<file path="config.mk">
export PLATFORM = sky130hd
export DESIGN_NAME = jtag_master_seq
export DESIGN_NICKNAME = d
export VERILOG_FILES = /design/src/rtl/jtag_master_pkg.sv /design/src/rtl/jtag_master_seq_tck_gen.sv /design/src/rtl/jtag_master_seq.sv
export SDC_FILE = /design/constraint.sdc
export NUM_CORES = 1
export LEC_CHECK = 0
export ABC_AREA = 1
export ABC_CLOCK_PERIOD_IN_PS = 3200
export CORE_ASPECT_RATIO = 0.7
export CORE_MARGIN = 2
export CORE_UTILIZATION = 30
export CTS_BUF_LIST = sky130_fd_sc_hd__clkbuf_4 sky130_fd_sc_hd__clkbuf_8 sky130_fd_sc_hd__clkbuf_16
export CTS_CLUSTER_SIZE = 40
export DETAILED_ROUTE_END_ITERATION = 6
export DONT_BUFFER_PORTS = 1
export GPL_TIMING_DRIVEN = 0
export PLACE_DENSITY = 0.55
export SKIP_CTS_REPAIR_TIMING = 1
export SLEW_MARGIN = 10
export SYNTH_ARGS = -nofsm -noshare
export SYNTH_HDL_FRONTEND = slang
export SYNTH_SLANG_ARGS = --single-unit
</file>
<file path="constraint.sdc">
create_clock -name clk -period 3.2 [get_ports clk]
set_clock_uncertainty 0.05 [all_clocks]
set_input_delay 0.96 -clock clk [delete_from_list [all_inputs] [get_ports clk]]
set_output_delay 0.96 -clock clk [all_outputs]
set_load 0.01 [all_outputs]
</file>
<file path="src/rtl/jtag_master_pkg.sv">
// rtl/jtag_master_pkg.sv - shared encodings, sequence lengths and TMS helper for the JTAG master
package jtag_master_pkg;

  localparam logic [1:0] JTAG_OP_RESET = 2'd0;
  localparam logic [1:0] JTAG_OP_IR    = 2'd1;
  localparam logic [1:0] JTAG_OP_DR    = 2'd2;
  localparam logic [1:0] JTAG_OP_IDLE  = 2'd3;

  localparam logic [7:0] JTAG_IR_PRE    = 8'd4;
  localparam logic [7:0] JTAG_DR_PRE    = 8'd3;
  localparam logic [7:0] JTAG_SUFFIX    = 8'd2;
  localparam logic [7:0] JTAG_RESET_LEN = 8'd6;

  localparam int JTAG_MAX_BITS_DEF = 64;

  typedef enum logic [1:0] {
    ST_IDLE,
    ST_RUN,
    ST_RESP
  } jtag_state_t;

  // TMS value for TCK cycle idx of a command; every sequence starts and ends in Run-Test/Idle.
  function automatic logic jtag_tms_at(input logic [1:0] op, input logic [6:0] len,
                                       input logic [7:0] idx);
    logic [7:0] l;
    logic       t;
    l = {1'b0, len};
    t = 1'b0;
    case (op)
      JTAG_OP_RESET: t = (idx < JTAG_RESET_LEN - 8'd1);
      JTAG_OP_IR: begin
        if (idx < 8'd2)                    t = 1'b1;
        else if (idx < JTAG_IR_PRE)        t = 1'b0;
        else if (idx < JTAG_IR_PRE + l)    t = (idx == JTAG_IR_PRE + l - 8'd1);
        else                               t = (idx == JTAG_IR_PRE + l);
      end
      JTAG_OP_DR: begin
        if (idx == 8'd0)                   t = 1'b1;
        else if (idx < JTAG_DR_PRE)        t = 1'b0;
        else if (idx < JTAG_DR_PRE + l)    t = (idx == JTAG_DR_PRE + l - 8'd1);
        else                               t = (idx == JTAG_DR_PRE + l);
      end
      default: t = 1'b0;
    endcase
    return t;
  endfunction

endpackage

</file>
<file path="src/rtl/jtag_master_seq_tck_gen.sv">
// rtl/jtag_master_seq_tck_gen.sv - TCK phase generator with fall/rise strobes
module jtag_tck_gen #(
  parameter int CLK_DIV = 4
) (
  input  logic i_clk,
  input  logic i_rst,
  input  logic i_en,
  output logic o_tck,
  output logic o_rise,
  output logic o_fall
);

  localparam int CW = (CLK_DIV > 1) ? $clog2(CLK_DIV) : 1;

  logic [CW-1:0] r_cnt;
  logic          r_tck;
  logic          w_wrap;

  assign w_wrap = i_en && (r_cnt == CW'(CLK_DIV - 1));

  // Phase counter: held at the start of a low phase whenever disabled so each enable restarts cleanly.
  always_ff @(posedge i_clk) begin
    if (i_rst || !i_en) begin
      r_cnt <= '0;
      r_tck <= 1'b0;
    end else if (w_wrap) begin
      r_cnt <= '0;
      r_tck <= ~r_tck;
    end else begin
      r_cnt <= r_cnt + CW'(1);
    end
  end

  assign o_tck  = r_tck;
  assign o_rise = w_wrap && !r_tck;
  assign o_fall = w_wrap && r_tck;

endmodule

</file>
<file path="src/rtl/jtag_master_seq.sv">
// rtl/jtag_master_seq.sv - command/response JTAG master driving the debug TAP pins
module jtag_master_seq
  import jtag_master_pkg::*;
#(
  parameter int MAX_BITS = JTAG_MAX_BITS_DEF,
  parameter int CLK_DIV  = 4
) (
  input  logic                clk,
  input  logic                rst,
  input  logic                cmd_valid,
  output logic                cmd_ready,
  input  logic [1:0]          cmd_op,
  input  logic [6:0]          cmd_len,
  input  logic [MAX_BITS-1:0] cmd_data,
  output logic                rsp_valid,
  input  logic                rsp_ready,
  output logic [MAX_BITS-1:0] rsp_data,
  output logic                rsp_err,
  output logic                tap_sync,
  output logic                busy,
  output logic                tck,
  output logic                tms,
  output logic                tdi,
  input  logic                tdo
);

  jtag_state_t         r_state, w_state_nxt;
  logic [1:0]          r_op;
  logic [6:0]          r_len;
  logic [7:0]          r_k;
  logic [7:0]          r_idx;
  logic [MAX_BITS-1:0] r_tdi_sr;
  logic [MAX_BITS-1:0] r_mask;
  logic [MAX_BITS-1:0] r_rsp_data;
  logic                r_rsp_err;
  logic                r_tms;
  logic                r_tdi;
  logic                r_tap_sync;

  logic                w_accept;
  logic                w_cmd_err;
  logic [7:0]          w_cmd_k;
  logic                w_rise;
  logic                w_fall;
  logic                w_last;
  logic [7:0]          w_idx_nxt;
  logic [7:0]          w_pre;
  logic                w_is_shift_op;
  logic                w_shift_cur;
  logic                w_shift_nxt;

  jtag_tck_gen #(.CLK_DIV(CLK_DIV)) u_tck_gen (
    .i_clk  (clk),
    .i_rst  (rst),
    .i_en   (r_state == ST_RUN),
    .o_tck  (tck),
    .o_rise (w_rise),
    .o_fall (w_fall)
  );

  assign w_accept  = cmd_valid && (r_state == ST_IDLE);
  assign w_last    = (r_idx == r_k - 8'd1);
  assign w_idx_nxt = r_idx + 8'd1;

  // Command decode: TCK cycle count and rejection check, evaluated on the offered command.
  always_comb begin
    w_cmd_k   = 8'd0;
    w_cmd_err = 1'b0;
    case (cmd_op)
      JTAG_OP_RESET: w_cmd_k = JTAG_RESET_LEN;
      JTAG_OP_IR:    w_cmd_k = {1'b0, cmd_len} + JTAG_IR_PRE + JTAG_SUFFIX;
      JTAG_OP_DR:    w_cmd_k = {1'b0, cmd_len} + JTAG_DR_PRE + JTAG_SUFFIX;
      default:       w_cmd_k = {1'b0, cmd_len};
    endcase
    if ((cmd_op == JTAG_OP_IR || cmd_op == JTAG_OP_DR) &&
        (cmd_len == 7'd0 || {1'b0, cmd_len} > 8'(MAX_BITS)))
      w_cmd_err = 1'b1;
    if (cmd_op != JTAG_OP_RESET && !r_tap_sync)
      w_cmd_err = 1'b1;
  end

  // Shift window of the running command, for the current and the upcoming TCK cycle.
  always_comb begin
    w_is_shift_op = (r_op == JTAG_OP_IR) || (r_op == JTAG_OP_DR);
    w_pre         = (r_op == JTAG_OP_IR) ? JTAG_IR_PRE : JTAG_DR_PRE;
    w_shift_cur   = w_is_shift_op && (r_idx >= w_pre) && (r_idx < w_pre + {1'b0, r_len});
    w_shift_nxt   = w_is_shift_op && (w_idx_nxt >= w_pre) &&
                    (w_idx_nxt < w_pre + {1'b0, r_len});
  end

  // FSM state register.
  always_ff @(posedge clk) begin
    if (rst) r_state <= ST_IDLE;
    else     r_state <= w_state_nxt;
  end

  // FSM next state: rejected or zero-length commands skip RUN and respond at once.
  always_comb begin
    w_state_nxt = r_state;
    case (r_state)
      ST_IDLE: if (w_accept) w_state_nxt = (w_cmd_err || w_cmd_k == 8'd0) ? ST_RESP : ST_RUN;
      ST_RUN:  if (w_fall && w_last) w_state_nxt = ST_RESP;
      ST_RESP: if (rsp_ready) w_state_nxt = ST_IDLE;
      default: w_state_nxt = ST_IDLE;
    endcase
  end

  // Datapath: latch command, drive TMS/TDI at each low phase, capture TDO at each rising edge.
  always_ff @(posedge clk) begin
    if (rst) begin
      r_op       <= JTAG_OP_RESET;
      r_len      <= 7'd0;
      r_k        <= 8'd0;
      r_idx      <= 8'd0;
      r_tdi_sr   <= '0;
      r_mask     <= '0;
      r_rsp_data <= '0;
      r_rsp_err  <= 1'b0;
      r_tms      <= 1'b1;
      r_tdi      <= 1'b0;
      r_tap_sync <= 1'b0;
    end else begin
      case (r_state)
        ST_IDLE: begin
          if (w_accept) begin
            r_op       <= cmd_op;
            r_len      <= cmd_len;
            r_k        <= w_cmd_k;
            r_idx      <= 8'd0;
            r_tdi_sr   <= cmd_data;
            r_mask     <= MAX_BITS'(1);
            r_rsp_data <= '0;
            r_rsp_err  <= w_cmd_err;
            r_tdi      <= 1'b0;
            if (!w_cmd_err && w_cmd_k != 8'd0)
              r_tms <= jtag_tms_at(cmd_op, cmd_len, 8'd0);
          end
        end
        ST_RUN: begin
          if (w_rise && w_shift_cur) begin
            if (tdo) r_rsp_data <= r_rsp_data | r_mask;
            r_mask <= r_mask << 1;
          end
          if (w_fall) begin
            if (w_last) begin
              r_tms <= 1'b0;
              r_tdi <= 1'b0;
              if (r_op == JTAG_OP_RESET) r_tap_sync <= 1'b1;
            end else begin
              r_idx <= w_idx_nxt;
              r_tms <= jtag_tms_at(r_op, r_len, w_idx_nxt);
              if (w_shift_nxt) begin
                r_tdi    <= r_tdi_sr[0];
                r_tdi_sr <= r_tdi_sr >> 1;
              end else begin
                r_tdi <= 1'b0;
              end
            end
          end
        end
        default: ;
      endcase
    end
  end

  assign cmd_ready = (r_state == ST_IDLE);
  assign busy      = (r_state == ST_RUN);
  assign rsp_valid = (r_state == ST_RESP);
  assign rsp_data  = r_rsp_data;
  assign rsp_err   = r_rsp_err;
  assign tap_sync  = r_tap_sync;
  assign tms       = r_tms;
  assign tdi       = r_tdi;

endmodule
</file>
---- Yosys cells after proc, flatten, opt, wreduce, memory -nomap -nowiden ----
Index checks and enable logic that the tools add are counted.
word-level totals
  register bits after elaboration ......... 226
  input port bits ......................... 78
  output and inout port bits .............. 72
  word-level logic and storage cells ...... 145
operators by class
  add/sub/neg operators ................... 12
  order comparisons ....................... 11
  equality and inequality tests ........... 21
  mux-type cells .......................... 43
  bitwise operators ....................... 2
  reductions and logical operators ........ 42
operators by type and width
  operator                                                              number
  64-bit two-way mux                                                    9
  64-bit case mux with 2 select lines                                   3
  64-bit OR                                                             1
  8-bit equality test                                                   5
  8-bit < comparator                                                    4
  8-bit two-way mux                                                     3
  8-bit case mux with 3 select lines                                    1
  8-bit by 1-bit subtractor with 8-bit output, second input constant    3
  1-bit two-way mux                                                     17
  2-bit by 7-bit adder with 8-bit output, first input constant          2
  3-bit by 7-bit adder with 8-bit output, first input constant          2
  8-bit by 2-bit adder with 8-bit output, second input constant         2
  8-bit by 3-bit >= comparator with 1-bit output                        2
  8-bit logical NOT                                                     2
  8-bit by 2-bit < comparator with 1-bit output, second input constant  2
  8-bit by 3-bit < comparator with 1-bit output, second input constant  2
  8-bit case mux with 2 select lines                                    1
  4-bit AND reduction                                                   4
  1-bit logical AND                                                     13
  2-bit != test, second input constant                                  6
  3-bit AND reduction                                                   3
  3-bit by 7-bit adder with 8-bit output                                1
  8-bit by 1-bit adder with 8-bit output, second input constant         1
  2-bit equality test, second input constant                            4
  other kinds (20)                                                      38

---- Depth between registers and ports, before layout ----
  word-level depth ........................ 10
  mapped depth ............................ 24
  depth with buffers taken out ............ 24

---- By module ----
A second synthesis with hierarchy kept.
second synthesis, totals
  cell total of the unflattened synthesis .. 1764
  area, all modules ....................... 11835.1 µm²
by module, submodules not included
  module           times used  cells each  area each (µm²)  sequential area each (µm²)
  jtag_master_seq  1           1746        11707.5          4464.3
  jtag_tck_gen     1           18          127.6            60.1

---- Worst setup path after synthesis ----
Ideal clock, no wire load.
  path type ............................... register to register
  from .................................... register r_op[1]
  to ...................................... register r_rsp_data[10], in the netlist rsp_data[10]
  setup time .............................. 65 ps
  data arrival time ....................... 3254 ps
  required time ........................... 3085 ps
  path slack .............................. -169 ps
  cell stages (with the launch flop) ...... 21
  path buffers ............................ 1
  clock period less this slack ............ 3369 ps
  cells stage by stage .................... dfxtp_1 > inv_1 > ha_1 > inv_1 > ha_1 > inv_1 > fa_1 > o21ai_0 > nand2_1 > xor2_1 > ha_1 > nand2_1 > o21ai_0 > a21oi_1 > nand3_1 > inv_2 > nand2_1 > nand2_1 > buf_2 > a21oi_1 > nor2_1
on the way
  word-level cells in the longest chain between the ends .. 8
  elaborated cells between the ends (all ways) .. 12
  those cells by class .................... 1 x add/sub; 2 x order compare; 3 x eq/ne; 1 x mux; 5 x reduce/logical
RTL lines
  what                                                                                                      RTL line                                      RTL
  start: declaration                                                                                        jtag_master_seq.sv:28                         logic [1:0] r_op;
  start signal: assignment                                                                                  jtag_master_seq.sv:126                        r_op <= cmd_op;
  2-bit by 1-bit equality test with 1-bit output                                                            jtag_master_seq.sv:84, jtag_master_seq.sv:85
  3-bit two-way mux                                                                                         jtag_master_seq.sv:85                         w_pre = (r_op == JTAG_OP_IR) ? JTAG_IR_PRE : JTAG_DR_PRE;
  3-bit by 7-bit adder with 8-bit output or 8-bit by 3-bit >= comparator with 1-bit output (tied branches)  jtag_master_seq.sv:86                         w_shift_cur = w_is_shift_op && (r_idx >= w_pre) && (r_idx < w_pre + {1'b0, r_len});
  8-bit < comparator or 1-bit logical AND (tied branches)                                                   jtag_master_seq.sv:86
  1-bit logical AND (*)                                                                                     jtag_master_seq.sv:86
  1-bit logical AND (*)                                                                                     jtag_master_seq.sv:140                        if (w_rise && w_shift_cur) begin
  2-bit != test (no source line) (*)                                                                        --
  4-bit AND reduction (no source line) (*)                                                                  --
  end signal: assignment                                                                                    jtag_master_seq.sv:141                        if (tdo) r_rsp_data <= r_rsp_data | r_mask;
  end: declaration                                                                                          jtag_master_seq.sv:34                         logic [MAX_BITS-1:0] r_rsp_data;
Every way passes the cells marked *; elsewhere a longest branch is shown, timed or not.
A chain may end at the register's enable or synchronous reset.

---- Worst setup path after layout ----
  from .................................... register r_op[1]
  to ...................................... register r_tdi_sr[61]
on the way
  word-level cells in the longest chain between the ends .. 7
  elaborated cells between the ends (all ways) .. 11
  those cells by class .................... 1 x add/sub; 2 x order compare; 3 x eq/ne; 1 x mux; 4 x reduce/logical
RTL lines
  what                                                                                                      RTL line                                      RTL
  2-bit by 1-bit equality test with 1-bit output                                                            jtag_master_seq.sv:84, jtag_master_seq.sv:85
  3-bit two-way mux                                                                                         jtag_master_seq.sv:85
  3-bit by 7-bit adder with 8-bit output or 8-bit by 3-bit >= comparator with 1-bit output (tied branches)  jtag_master_seq.sv:88, jtag_master_seq.sv:87
  8-bit < comparator or 1-bit logical AND (tied branches)                                                   jtag_master_seq.sv:88, jtag_master_seq.sv:87
  1-bit logical AND (*)                                                                                     jtag_master_seq.sv:87                         w_shift_nxt = w_is_shift_op && (w_idx_nxt >= w_pre) &&
  2-bit != test (no source line) (*)                                                                        --
  5-bit AND reduction (no source line) (*)                                                                  --
  end signal: assignment                                                                                    jtag_master_seq.sv:130                        r_tdi_sr <= cmd_data;
  end signal: assignment                                                                                    jtag_master_seq.sv:154                        r_tdi_sr <= r_tdi_sr >> 1;
  end: declaration                                                                                          jtag_master_seq.sv:32                         logic [MAX_BITS-1:0] r_tdi_sr;
Marks and branches as above.

==> results.py <==
metrics = {
    "layout": {
        "layout_commonest_cell": "nand2_1",
        "multi_input_comb_area_um2": 6640,
        "fin_nets": 1813,
        "regArea_um2": 4530,
        "drive_above_1_share_pct": 18.7,
        "nFillCells": 3775,
        "mostFrequentLayoutCells": "596 x nand2_1, 220 x dfxtp_1, 117 x nor2_1",
        "syn_to_final_growth_pct": 25.4,
    },
    "power_and_ir_drop": {
        "seq_power_share_pct": 41.2,
        "p_comb_share_pct": 21.7,
        "p_switching_mw": 2.19,
        "p_per_area_nw_per_um2": 526,
        "intPower_mw": 5.10,
        "p_clk_share_pct": 37.1,
        "p_leak_nw": 5.77,
        "sw_frac_of_total_pct": 30.1,
        "ir_worst_vdd_mv": 0.381,
    },
    "clock_network": {
        "cts_tree": "yes",
        "cts_buffer_depth": 3,
        "cts_buffers": 23,
        "cts-root-buf": "clkbuf_16",
        "cts.htree.levels": 1,
        "clkTransAtPathRegs_ps": 60,
        "insertion_delay_ps": 540,
        "cts_sinks": 226,
    },
    "logic_synthesis": {
        "synth_edf_count": 0,
        "async_flop_share_pct": 0,
        "synthFlopType": "dfxtp_1",
        "synthCells": 1619,
        "synth_fp_nets": 1756,
        "syn_area_per_cell_um2": 6.83,
        "yosysTopAreaCell": "dfxtp_1",
        "synth_top_area_share_pct": 40.9,
        "synth-seq-cells": 226,
        "netlist_top_cells_area": "dfxtp_1 41%, nand2_1 22%, a21oi_1 10%",
        "ys_types": 43,
        "yosysWarnings": 0,
        "seq_area_frac_synth_pct": 40.9,
        "syn_area_um2": 11100,
    },
    "setup_path": {
        "r2r-start": "r_op[1]$_SDFFE_PP0P_",
        "cp_max_fo": 6,
        "critPathKind": "flop to flop",
        "cp.arrival_ps": 3780,
        "cp-startpoint": "r_op[1]$_SDFFE_PP0P_",
        "critPathCaptureType": "flop",
        "start_kind": "flop",
        "cp.required_ps": 3590,
    },
    "global_routing": {
        "grt_start_max_net_pins": 15,
        "antenna_found_initial": 2,
        "grt.total_usage_pct": 16.1,
        "grt-ovfl-total": 0,
        "grt_pass1_wl_um": 49700,
        "first_global_vias": 9263,
    },
    "timing": {
        "finalSetupViolCount": 186,
        "fin_crit_ps": 3390,
        "worstMarginPinSlew_ps": 753,
        "setup_ws_ps": -186,
        "clock.fmax_ghz": 0.295,
        "relSlewSlack_pct": 49.8,
        "rsz0062_at_grt": "yes",
        "maxSlewViolCount": 0,
        "hold_viol": 0,
        "fin_worst_hold_slack_ps": 400,
        "finalCritPeriodShare_pct": 106,
    },
    "route": {
        "post_drt_wl_per_cell_um": 15.5,
        "finalWirelength_um": 33700,
        "ant_nets": 0,
        "drc": 0,
        "dr.pass1.iters": 5,
        "detail_route.iter0.violations": 713,
        "vias_per_cell": 4.81,
        "via_count": 10400,
    },
    "status": {
        "violations": "setup timing",
        "status": "finished with violations",
    },
    "placement": {
        "port_buffers": 0,
        "globalplace.congestion": 0.872,
        "dp_slack_ps": -941,
        "dp_hpwl_um": 24100,
    },
    "job": {
        "drv_cap": 0,
    },
    "die": {
        "die_w_um": 233,
        "dieArea_um2": 38400,
        "fp.coreArea_um2": 36100,
        "pin_count": 150,
        "row_count": 58,
        "die_h_um": 165,
        "start_util_pct": 30.6,
    },
    "hold_path": {
        "worstHoldStart": "u_tck_gen.r_cnt[0]$_SDFF_PP0_",
        "hold_path_class": "flop to flop",
    },
}
-- worst paths after layout --
| check | to | slack (ps) | cells after the start |
|---|---|---|---|
| max | r_tdi_sr[61]$_SDFFE_PP0P_ | -190 | 21 |
| min | u_tck_gen.r_cnt[0]$_SDFF_PP0_ | 400 | 1 |
| max reg2reg | r_tdi_sr[61]$_SDFFE_PP0P_ | -190 | 21 |
| min reg2reg | u_tck_gen.r_cnt[0]$_SDFF_PP0_ | 400 | 1 |
-- routing by layer --
layer,vias to the layer above,track usage (%),share of wire [%]
li1,5342,-,-
met1,4825,23.4,48
met2,237,23.6,42
met3,39,4.47,8.3
met4,0,3.54,1.6
met5,-,0,0
-- state kept, by name, summed over array words and instances (netlist names), 2 cells and up --
signal / flops
r_state: 2
r_tdi_sr: 64
r_len: 7
r_mask: 64
r_k: 8
u_tck_gen.r_cnt: 2
r_idx: 8
rsp_data: 64
r_op: 2
-- through the flow --
step           utilization [%]  TNS [ps]  instances  cell area [um2]  total power, mW
2_1_floorplan                -     -75.6       1619            11100             3.94
3_3_place_gp              32.3   -123180       2099            11700             4.24
3_5_place_dp              32.3   -137530       2099            11700             4.26
4_1_cts                   34.4   -142830       2139            12400             6.97
5_1_grt                   38.4    -45250       2172            13900             7.64
6_report                  38.4    -17080       2173            13900             7.29
-- cells in the mapped netlist, types with 9 or more instances --
cell,instances
nand2_1,641
dfxtp_1,226
a21oi_1,220
nor2_1,121
inv_1,91
ha_1,58
nand3_1,50
clkbuf_1,46
o21ai_0,35
buf_2,19
o22ai_1,17
xor2_1,10
nand4_1,9
-- worst max-delay path, stage by stage, from the launching register on --
cell and delay, ps:
dfxtp_4 360, inv_4 40, ha_4 180, inv_4 80, ha_4 190, nand2_2 70
nor2_2 40, a211oi_2 310, xor2_1 220, ha_1 270, a21oi_1 140, o21ai_1 80
a21o_1 190, a21oi_2 140, o211ai_2 130, nand2_2 160, nand2_8 90, clkinv_8 80
buf_12 140, buf_8 130, nand2_4 50, a21oi_2 150
-- cells by family after synthesis --
logic type | share of synthesized area, %
simple gates | 30.6
compound gates | 13.7
flops | 40.9
buf+inv | 6.64
fa+ha+maj | 6.74
xor+xnor | 1.35
-- final cells by class --
cell class / instances / area share, %
clock buffer: 33 / 4.92
buffer: 79 / 3.65
antenna: 2 / 0.0361
inverter: 97 / 2.82
tap: 480 / 4.33
clock inverter: 7 / 0.568
sequential: 226 / 32.7
multi-input combinational: 1219 / 47.8
timing repair buffer: 30 / 3.12
-- power by group through the flow --
stage / clock [mW] / sequential (mW) / combinational, mW
2_1_floorplan: 0 / 3.04 / 0.903
3_3_place_gp: 0 / 3.06 / 1.18
3_5_place_dp: 0 / 3.06 / 1.20
4_1_cts: 2.77 / 3.00 / 1.21
5_1_grt: 2.87 / 3.02 / 1.75
6_report: 2.71 / 3.00 / 1.58
No activity file was read; power rests on OpenSTA's default activity.
